## config.mk

```make
export PLATFORM = sky130hd
export DESIGN_NAME = dmem_access_unit
export DESIGN_NICKNAME = d
export VERILOG_FILES = /design/src/rtl/dmem_access_unit_pkg.sv /design/src/rtl/load_extend.sv /design/src/rtl/dmem_access_unit.sv
export SDC_FILE = /design/constraint.sdc
export NUM_CORES = 1
export LEC_CHECK = 0
export CORE_UTILIZATION = 46
export DETAILED_ROUTE_END_ITERATION = 8
export GPL_TIMING_DRIVEN = 0
export HOLD_SLACK_MARGIN = 0.05
export PLACE_DENSITY = 0.81
export SYNTH_ARGS = -nofsm -noshare
export SYNTH_HDL_FRONTEND = slang
export SYNTH_HIERARCHICAL = 1
export SYNTH_SLANG_ARGS = --single-unit
```

## constraint.sdc

```tcl
create_clock -name Clk -period 4.9 [get_ports Clk]
set_input_delay 0.735 -clock Clk [delete_from_list [all_inputs] [get_ports Clk]]
set_output_delay 0.735 -clock Clk [all_outputs]
set_load 0.1 [all_outputs]
```

## src/rtl/dmem_access_unit_pkg.sv

```systemverilog
// Shared definitions for the MEM-stage data memory access unit:
// funct3 access encodings, FSM state encoding and access-legality helpers.
package dmem_access_unit_pkg;

   localparam logic [2:0] F3_B  = 3'b000;
   localparam logic [2:0] F3_H  = 3'b001;
   localparam logic [2:0] F3_W  = 3'b010;
   localparam logic [2:0] F3_BU = 3'b100;
   localparam logic [2:0] F3_HU = 3'b101;

   typedef enum logic [1:0] {
      S_IDLE = 2'd0,
      S_WAIT = 2'd1,
      S_DONE = 2'd2
   } state_t;

   // Loads accept the unsigned variants as well; stores only B/H/W.
   function automatic logic f3_legal(input logic is_read, input logic [2:0] f3);
      logic ok;
      ok = (f3 == F3_B) || (f3 == F3_H) || (f3 == F3_W);
      if (is_read) ok = ok || (f3 == F3_BU) || (f3 == F3_HU);
      return ok;
   endfunction

   // f3[1:0] carries the access size for every legal encoding.
   function automatic logic misaligned(input logic [2:0] f3, input logic [1:0] off);
      logic mis;
      case (f3[1:0])
         2'b01:   mis = off[0];
         2'b10:   mis = (off != 2'b00);
         default: mis = 1'b0;
      endcase
      return mis;
   endfunction

endpackage

```

## src/rtl/load_extend.sv

```systemverilog
// Extracts the addressed byte/halfword from a memory word and sign- or
// zero-extends it according to the load funct3.
// Ports: mem_rdata (word read), offset (byte offset in word),
//        funct3 (load kind), result (32-bit extended value).
module load_extend
   import dmem_access_unit_pkg::*;
(
   input  logic [31:0] mem_rdata,
   input  logic [1:0]  offset,
   input  logic [2:0]  funct3,
   output logic [31:0] result
);

   logic [7:0]  byte_v;
   logic [15:0] half_v;

   always_comb begin
      byte_v = mem_rdata[{offset, 3'b000} +: 8];
      // Halfword offsets are 0 or 2, so only offset[1] selects the lane.
      half_v = mem_rdata[{offset[1], 4'b0000} +: 16];
      case (funct3)
         F3_B:    result = {{24{byte_v[7]}}, byte_v};
         F3_H:    result = {{16{half_v[15]}}, half_v};
         F3_BU:   result = {24'd0, byte_v};
         F3_HU:   result = {16'd0, half_v};
         default: result = mem_rdata;
      endcase
   end

endmodule

```

## src/rtl/dmem_access_unit.sv

```systemverilog
// MEM-stage load/store unit: converts EX/MEM load/store controls into a
// req/ack transaction on a word-organised data memory, stalls the pipeline
// until completion and returns extended load data to write-back.
// Ports: Clk/Rst (async active-high), ValidIn/ReadIn/WriteIn/Funct3In/
//        AddrIn/StoreDataIn from EX/MEM; StallOut, DataOut, DataValidOut,
//        ErrOut to the pipeline; MemReq/MemWe/MemAddr/MemBE/MemWData/
//        MemRData/MemAck towards the data memory.
module dmem_access_unit
   import dmem_access_unit_pkg::*;
#(
   parameter int unsigned TIMEOUT = 16,
   parameter int unsigned CNT_W   = 5
) (
   input  logic        Clk,
   input  logic        Rst,
   input  logic        ValidIn,
   input  logic        ReadIn,
   input  logic        WriteIn,
   input  logic [2:0]  Funct3In,
   input  logic [31:0] AddrIn,
   input  logic [31:0] StoreDataIn,
   output logic        StallOut,
   output logic [31:0] DataOut,
   output logic        DataValidOut,
   output logic        ErrOut,
   output logic        MemReq,
   output logic        MemWe,
   output logic [29:0] MemAddr,
   output logic [3:0]  MemBE,
   output logic [31:0] MemWData,
   input  logic [31:0] MemRData,
   input  logic        MemAck
);

   state_t           state, next_state;
   logic [CNT_W-1:0] cnt;
   logic [2:0]       f3_q;
   logic [1:0]       off_q;
   logic             acc, is_read, bad, timeout;
   logic             launch, fail;
   logic [3:0]       be_c;
   logic [31:0]      wdata_c;
   logic [31:0]      ext_data;

   // Request decode; a simultaneous read and write is treated as a read.
   always_comb begin
      acc     = ValidIn & (ReadIn | WriteIn);
      is_read = ReadIn;
      bad     = ~f3_legal(is_read, Funct3In) | misaligned(Funct3In, AddrIn[1:0]);
      timeout = (cnt == CNT_W'(TIMEOUT - 1));
   end

   // Store lane placement; reads enable all four lanes.
   always_comb begin
      be_c    = 4'b1111;
      wdata_c = StoreDataIn;
      if (!is_read) begin
         case (Funct3In[1:0])
            2'b00: begin
               be_c    = 4'b0001 << AddrIn[1:0];
               wdata_c = {4{StoreDataIn[7:0]}};
            end
            2'b01: begin
               be_c    = 4'b0011 << AddrIn[1:0];
               wdata_c = {2{StoreDataIn[15:0]}};
            end
            default: ;
         endcase
      end
   end

   // FSM state register.
   always_ff @(posedge Clk or posedge Rst) begin
      if (Rst) state <= S_IDLE;
      else     state <= next_state;
   end

   // FSM next state and stall; StallOut is combinational so the first
   // cycle of a legal access already freezes the pipeline.
   always_comb begin
      next_state = state;
      StallOut   = 1'b0;
      launch     = 1'b0;
      fail       = 1'b0;
      case (state)
         S_IDLE: begin
            if (acc) begin
               if (bad) begin
                  next_state = S_DONE;
                  fail       = 1'b1;
               end else begin
                  next_state = S_WAIT;
                  launch     = 1'b1;
                  StallOut   = 1'b1;
               end
            end
         end
         S_WAIT: begin
            StallOut = 1'b1;
            if (MemAck) begin
               next_state = S_DONE;
            end else if (timeout) begin
               next_state = S_DONE;
               fail       = 1'b1;
            end
         end
         S_DONE:  next_state = S_IDLE;
         default: next_state = S_IDLE;
      endcase
      // Held instruction inputs must not stall the pipeline while in reset.
      if (Rst) StallOut = 1'b0;
   end

   load_extend u_load_extend (
      .mem_rdata (MemRData),
      .offset    (off_q),
      .funct3    (f3_q),
      .result    (ext_data)
   );

   // Registered memory interface, completion pulses, counter and load data.
   always_ff @(posedge Clk or posedge Rst) begin
      if (Rst) begin
         MemReq       <= 1'b0;
         MemWe        <= 1'b0;
         MemAddr      <= '0;
         MemBE        <= '0;
         MemWData     <= '0;
         DataValidOut <= 1'b0;
         ErrOut       <= 1'b0;
         DataOut      <= '0;
         cnt          <= '0;
         f3_q         <= '0;
         off_q        <= '0;
      end else begin
         MemReq       <= (next_state == S_WAIT);
         DataValidOut <= (next_state == S_DONE) & ~fail;
         ErrOut       <= fail;
         cnt          <= (state == S_WAIT) ? cnt + CNT_W'(1) : '0;
         if (launch) begin
            MemWe    <= ~is_read;
            MemAddr  <= AddrIn[31:2];
            MemBE    <= be_c;
            MemWData <= wdata_c;
            f3_q     <= Funct3In;
            off_q    <= AddrIn[1:0];
         end
         if (fail)
            DataOut <= '0;
         else if ((state == S_WAIT) && MemAck && !MemWe)
            DataOut <= ext_data;
      end
   end

endmodule

```

==> results_dict.tcl, run 1 <==
set metrics [dict create \
    maxSlewHeadroom_pct 30.6 \
    required_ns 4.16 \
    hold_class "flip-flop to flip-flop" \
    setup_viol 0 \
    grt_pass1_vias 5123 \
    irDropWorstVdd_v 0.000584 \
    antenna_cells 0 \
    dr.first_iter.drc_count 356 \
    grt_overflow 0 \
    avgSynthCellArea_sq_um 11.6 \
    drcViolationCount 0 \
    yosys_register_bits 114 \
    hpwl_microns 13000 \
    worstPathCellList "clkdlybuf4s50_1, inv_1, ha_1, buf_2, nor2_1, a21oi_1, and3b_1, buf_6, buf_6, o21a_1, clkdlybuf4s50_1" \
    num_rows 41 \
    hold_viol 0 \
    cpMaxStageDelayCell "clkdlybuf4s50_1" \
    grtUsageTotal_pct 27.3 \
    wl_met3_microns 1210 \
    total_leakage_power_nw 3.96 \
    synthDominantCellAreaShare_pct 47.7 \
    rsz0062_at_grt "no" \
    initial_core_util_pct 47.4 \
    clk-insertion-delay-late_ns 0.42 \
    critPathKind "primary input to output pin" \
    die_y_microns 116 \
    cts.sinks 114 \
    powerDensity_nw_per_um2 729 \
    syn_to_final_growth_pct 47.6 \
    yosysTopAreaCell "dfrtp_1" \
    dpl_cell_area_sq_um 8290 \
    finalCritPeriodShare_pct 93.5 \
    ant_nets 0 \
    startpoint_type "primary input" \
    min_period_ns 4.58 \
    fin_skew_ns 0.00776 \
    synth.net_count 625 \
    synthCells 515 \
    cp-end-kind "output pin" \
    htreeDepth 4 \
    max_cap_viol_count 0 \
    yosysWarnings 6 \
    drt_wl_total_microns 17300 \
    pin_count 208 \
    clkTransAtPathRegs_ns 0.05 \
    antenna_found_initial 0 \
    cts_tree "built" \
    status "completed" \
    nFillCells 973 \
    routed_via_density 5.28 \
    critPathMaxStageDelay_ns 1.12 \
    ys.flop_type "dfrtp_1" \
    grt_max_degree 60 \
    critPathMaxFanout 10 \
    routed.top_layer "met4" \
    drv_slew 0 \
    ys_seq_area_share_pct 47.7 \
    drive_above_1_share_pct 20.4 \
    route.vias.total 4890 \
    die_width_microns 116 \
    synth.most_common_cell "dfrtp_1" \
    post_cts_buffers 0 \
    power_w 0.00643 \
    synthTopCellsByArea "dfrtp_1 (48%), mux2_2 (12%), mux2_4 (10%), nand2_1 (4.5%), mux2i_1 (2.7%)" \
    clock.fmax_ghz 0.218 \
    cts_resized 0 \
    dieArea_sq_um 13500 \
    hold_ws_ns 0.466 \
    cp.arrival_ns 3.85 \
    final_area_sq_um 8820 \
    synth_edf_count 0 \
    synth.cell_area_sq_um 5980 \
    io_buffers 207 \
    clockRootBuffer "clkbuf_16" \
    first_pass_iters 4 \
    gp_congestion 0.901 \
    fin_nets 852 \
    grt_pass1_wl_microns 27100 \
    cts.path.max_buffers 2 \
    drt-met1-wl_microns 7220 \
    met2WireLength_microns 8400 \
    coreArea_sq_um 12600 \
    synth.distinct_cells 41 \
    cts_hold_buf 0 \
    tightest_slew_ns 1.04 \
    ys_async_sr_fraction_pct 100 \
    wl_per_cell_microns 18.7 \
    cts_buffers 17 \
    ys_top_cells_by_count "dfrtp_1 (114), nand2_1 (71), mux2_2 (65), nor2_1 (41), mux2_4 (40)" \
]
==> worst max-delay path, delay by kind of cell <==
family / cells / cell delay (ns)
buffers and inverters: 6 / 2.29
adders and majority gates: 1 / 0.17
AOI/OAI and AO/OA: 2 / 0.30
and+or+nand+nor: 2 / 0.35
==> metal layers <==
layer | GRT usage, % | up-vias
li1 | - | 2265
met1 | 33.5 | 2383
met2 | 44.6 | 205
met3 | 8.00 | 37
met4 | 12.3 | 0
met5 | 0 | -
==> stage by stage <==
stage          setup slack [ns]  setup TNS (ns)  instances  utilization [%]
6_report                  0.318               0        926             69.9
5_1_grt                   0.187               0        926             69.9
4_1_cts                   0.329               0        926             69.9
3_5_place_dp              0.346               0        895             65.7
3_3_place_gp             -0.421          -46.91        894             65.5
2_1_floorplan              1.15               0        515                -
==> path summary, 6_finish.rpt <==
kind                            cells after the start     endpoint  slack [ns]         from
min in group asynchronous                           2  DataOut[29]        0.85          Rst
worst max register to register                      8  DataOut[31]        2.54     off_q[0]
worst min register to register                      1       cnt[0]        0.47       cnt[0]
worst min-delay path                                1       cnt[0]        0.47       cnt[0]
worst max-delay path                               11     StallOut        0.32  Funct3In[0]
max in group asynchronous                           3   DataOut[5]        3.31          Rst
==> sequential cells by signal, indices dropped and copies added, names as in the netlist <==
| signal | flops |
|---|---|
| ErrOut | 1 |
| f3_q | 3 |
| MemReq | 1 |
| state | 2 |
| MemBE | 4 |
| DataOut | 32 |
| MemWe | 1 |
| MemAddr | 30 |
| off_q | 2 |
| MemWData | 32 |
| cnt | 5 |
| DataValidOut | 1 |
==> placed cells by master, fill, tap and decap left out, drive strengths merged, types with 2 or more instances in the layout <==
| cell | n |
|---|---|
| o21ai | 12 |
| clkdlybuf4s50 | 207 |
| mux2 | 111 |
| ha | 5 |
| clkbuf | 45 |
| nand2 | 71 |
| nor2b | 11 |
| dfrtp | 114 |
| nor2 | 41 |
| and2 | 3 |
| o21bai | 2 |
| clkinv | 6 |
| a21oi | 10 |
| a22o | 16 |
| inv | 7 |
| mux2i | 16 |
| nand3b | 9 |
| o21a | 2 |
| o22a | 8 |
| nand2b | 5 |
| a21o | 2 |
| a31oi | 2 |
| nor3b | 2 |
| buf | 20 |
| a221o | 8 |
| a22oi | 9 |
==> kinds of logic after synthesis <==
group	count (synthesis)	synth area share (%)
flops	114	47.7
fa+ha+maj	5	1.05
buf+inv	46	4.17
mux	128	26.5
compound gates	73	9.23
xor+xnor	2	0.293
simple gates	147	11.0
==> report_power, final <==
group | leakage, nW | internal, W | switching, W | total (W)
Combinational | 2.26 | 0.00110 | 0.00279 | 0.00390
Clock | 0.266 | 0.000689 | 0.000410 | 0.00110
Sequential | 1.43 | 0.00125 | 0.000186 | 0.00143
Total | 3.96 | 0.00304 | 0.00339 | 0.00643
==> final cells by class <==
cell class	count	area, sq um	share of cell area, %
multi-input cells	355	2870	32.6
flip-flops and latches	114	2850	32.3
repair buffers	208	2100	23.8
clock buffers	25	495	5.62
plain buffers	39	223	2.53
well taps	172	215	2.44
clock inverters	6	30.0	0.341
inverters	7	28.8	0.326
Power figures use the tool's default switching activity.
==> run 2, diff against run 1 <==
Settings changed: ABC_AREA set to 1.
==> results_dict.tcl, run 2 <==
set metrics [dict create \
    dp.cells 1253 \
    ant_nets 0 \
    rsz0062_at_grt "no" \
    place_ws_ns 0.376 \
    p_seq_share_pct 22.5 \
    synth_edf_count 0 \
    maxSlewHeadroom_pct 29.9 \
    wl_per_cell_microns 14.8 \
    ys_async_sr_fraction_pct 100 \
    finalCritPeriodShare_pct 91.9 \
    final_util_pct 70.6 \
    status "completed" \
    synthMuxAreaShare_pct 0 \
    worstPathCellList "clkdlybuf4s50_1, inv_1, ha_1, buf_4, nor2_2, a21oi_2, nand3_1, buf_2, buf_2, a21oi_1, clkdlybuf4s50_1" \
    fin_tns_setup_ns 0 \
    cts_tree "built" \
    fin_skew_ns 0.00727 \
    top_regs "DataOut x32, MemWData x32, MemAddr x30" \
    ys_seq_area_share_pct 46.3 \
    ys.flop_type "dfrtp_1" \
    synthXorXnorAreaFrac_pct 0 \
    ys_top_cells_by_count "nand2_1 (369), nand3_1 (115), dfrtp_1 (114), inv_1 (74), nor2_1 (63)" \
    cp.arrival_ns 3.77 \
    routed_via_density 5.03 \
    irDropWorstVdd_v 0.000521 \
    hpwl_microns 13900 \
    dieArea_sq_um 13900 \
    synth.net_count 983 \
    synthTopCellsByArea "dfrtp_1 (46%), nand2_1 (22%), nand3_1 (9.3%), inv_1 (4.5%), nor2_1 (3.8%)" \
    yosysWarnings 6 \
    htreeDepth 4 \
    grt_pass1_wl_microns 31400 \
    grt_pass1_vias 6458 \
    yosysTopAreaCell "dfrtp_1" \
    cts_resized 0 \
    power.clock.fraction_pct 18.7 \
    route.vias.total 6459 \
    dpl_cell_area_sq_um 8480 \
    initial_core_util_pct 48.1 \
    die_width_microns 118 \
    synth-simple-area-share_pct 38.1 \
    drv_slew 0 \
    critPathMaxStageDelay_ns 1.19 \
    drcViolationCount 0 \
    startpoint_type "primary input" \
    clockRootBuffer "clkbuf_16" \
    powerDensity_nw_per_um2 692 \
    antenna_cells 0 \
    synth.most_common_cell "nand2_1" \
    p_int_w 0.00282 \
    yosys_register_bits 114 \
    clkTransAtPathRegs_ns 0.05 \
    tightest_slew_ns 1.05 \
    p_switching_w 0.00344 \
    hold_viol 0 \
    required_ns 4.16 \
    min_period_ns 4.50 \
    synth.cell_area_sq_um 6170 \
    syn_to_final_growth_pct 46.7 \
    num_rows 41 \
    fin_nets 1210 \
    first_pass_iters 5 \
    combinationalPowerShare_pct 58.8 \
    avgSynthCellArea_sq_um 7.06 \
    switching_share_pct 54.9 \
    hold_class "flip-flop to flip-flop" \
    drt_wl_total_microns 19000 \
    setup_ws_ns 0.397 \
    final_common_cell "nand2_1" \
    clock.fmax_ghz 0.222 \
    antenna_found_initial 0 \
    cts.path.max_buffers 2 \
    synth_compound_area_share_pct 4.97 \
    coreArea_sq_um 12800 \
    nFillCells 1095 \
    critPathMaxFanout 10 \
    cp-end-kind "output pin" \
    synthCells 873 \
    final_area_sq_um 9050 \
    synth_fa_ha_area_share_pct 1.01 \
    drive_above_1_share_pct 8.81 \
    cts_buffers 17 \
    grtUsageTotal_pct 28.8 \
    grt_overflow 0 \
    critPathKind "primary input to output pin" \
    clk-insertion-delay-late_ns 0.42 \
    dr.first_iter.drc_count 611 \
    gp_congestion 0.938 \
    total_leakage_power_nw 4.63 \
    final_cell_mix "nand2_1 (369), clkdlybuf4s50_1 (207), nand3_1 (115), dfrtp_1 (114), inv_1 (73)" \
    setup_viol 0 \
    fin_cells 1285 \
    grt_max_degree 67 \
    synthDominantCellAreaShare_pct 46.3 \
    synth.distinct_cells 29 \
    cpMaxStageDelayCell "clkdlybuf4s50_1" \
    die_y_microns 118 \
    synth_top_family_by_area "simple AND/OR/NAND/NOR gates" \
    post_cts_buffers 0 \
    io_buffers 207 \
    cts.sinks 114 \
    pin_count 208 \
    max_cap_viol_count 0 \
    cts_hold_buf 0 \
]
==> run 2: changes by cell type in the layout (fill, tap and decap cells not counted), sizes merged, moves of 11 or more <==
cell	before	now
nor2b	11	0
a21oi	10	24
nand2	71	374
clkbuf	45	30
inv	7	80
nand3	1	117
mux2	111	0
a22o	16	0
o21ai	12	32
nor2	41	65
buf	20	43
mux2i	16	0
==> run 2: path summary, 6_finish.rpt <==
kind / from / endpoint / slack (ns) / cells past startpoint
max: Funct3In[1] / StallOut / 0.40 / 11
min: MemWData[18] / MemWData[18] / 0.48 / 2
max reg2reg: state[0] / DataOut[16] / 3.10 / 8
min reg2reg: MemWData[18] / MemWData[18] / 0.48 / 2
max in group asynchronous: Rst / DataOut[12] / 3.39 / 3
min in group asynchronous: Rst / cnt[0] / 0.79 / 2
==> run 2: area by class of cell <==
type | instances | area (sq um) | share of cell area [%]
inverters | 79 | 302 | 3.33
plain buffers | 51 | 294 | 3.25
well taps | 172 | 215 | 2.38
flip-flops and latches | 114 | 2850 | 31.5
repair buffers | 208 | 2100 | 23.2
clock inverters | 11 | 105 | 1.16
clock buffers | 21 | 460 | 5.09
multi-input cells | 629 | 2720 | 30.1
==> run 2: cell families after synthesis <==
kind of cell	count (synthesis)
simple gates	568
buf+inv	130
fa+ha+maj	5
flops	114
compound gates	56
==> run 2: power by group through the flow <==
stage	Clock [W]	Combinational [W]	Sequential [W]
2_1_floorplan	0	0.000814	0.00335
3_3_place_gp	0	0.00365	0.00141
3_5_place_dp	0	0.00368	0.00141
4_1_cts	0.00119	0.00369	0.00141
5_1_grt	0.00123	0.00387	0.00144
6_report	0.00117	0.00368	0.00141
==> run 2: layer usage <==
| metal | track usage (%) | routed length, microns | up-vias |
|---|---|---|---|
| li1 | - | - | 3152 |
| met1 | 35.1 | 7730 | 2966 |
| met2 | 46.7 | 8950 | 310 |
| met3 | 9.88 | 1950 | 31 |
| met4 | 11.1 | 401 | 0 |
| met5 | 0 | 0 | - |
==> run 2: worst max-delay path, delay by kind of cell <==
kind	cells	cell delay [ns]
buffers and inverters	6	2.37
AOI/OAI and AO/OA	2	0.29
and+or+nand+nor	2	0.19
adders and majority gates	1	0.16
==> run 2: per-stage QoR <==
stage | power, W | hold WS [ns]
floorplan | 0.00416 | 0.433
global placement | 0.00506 | 0.449
detailed placement | 0.00508 | 0.465
CTS | 0.00628 | 0.478
global route | 0.00654 | 0.493
finish | 0.00626 | 0.477
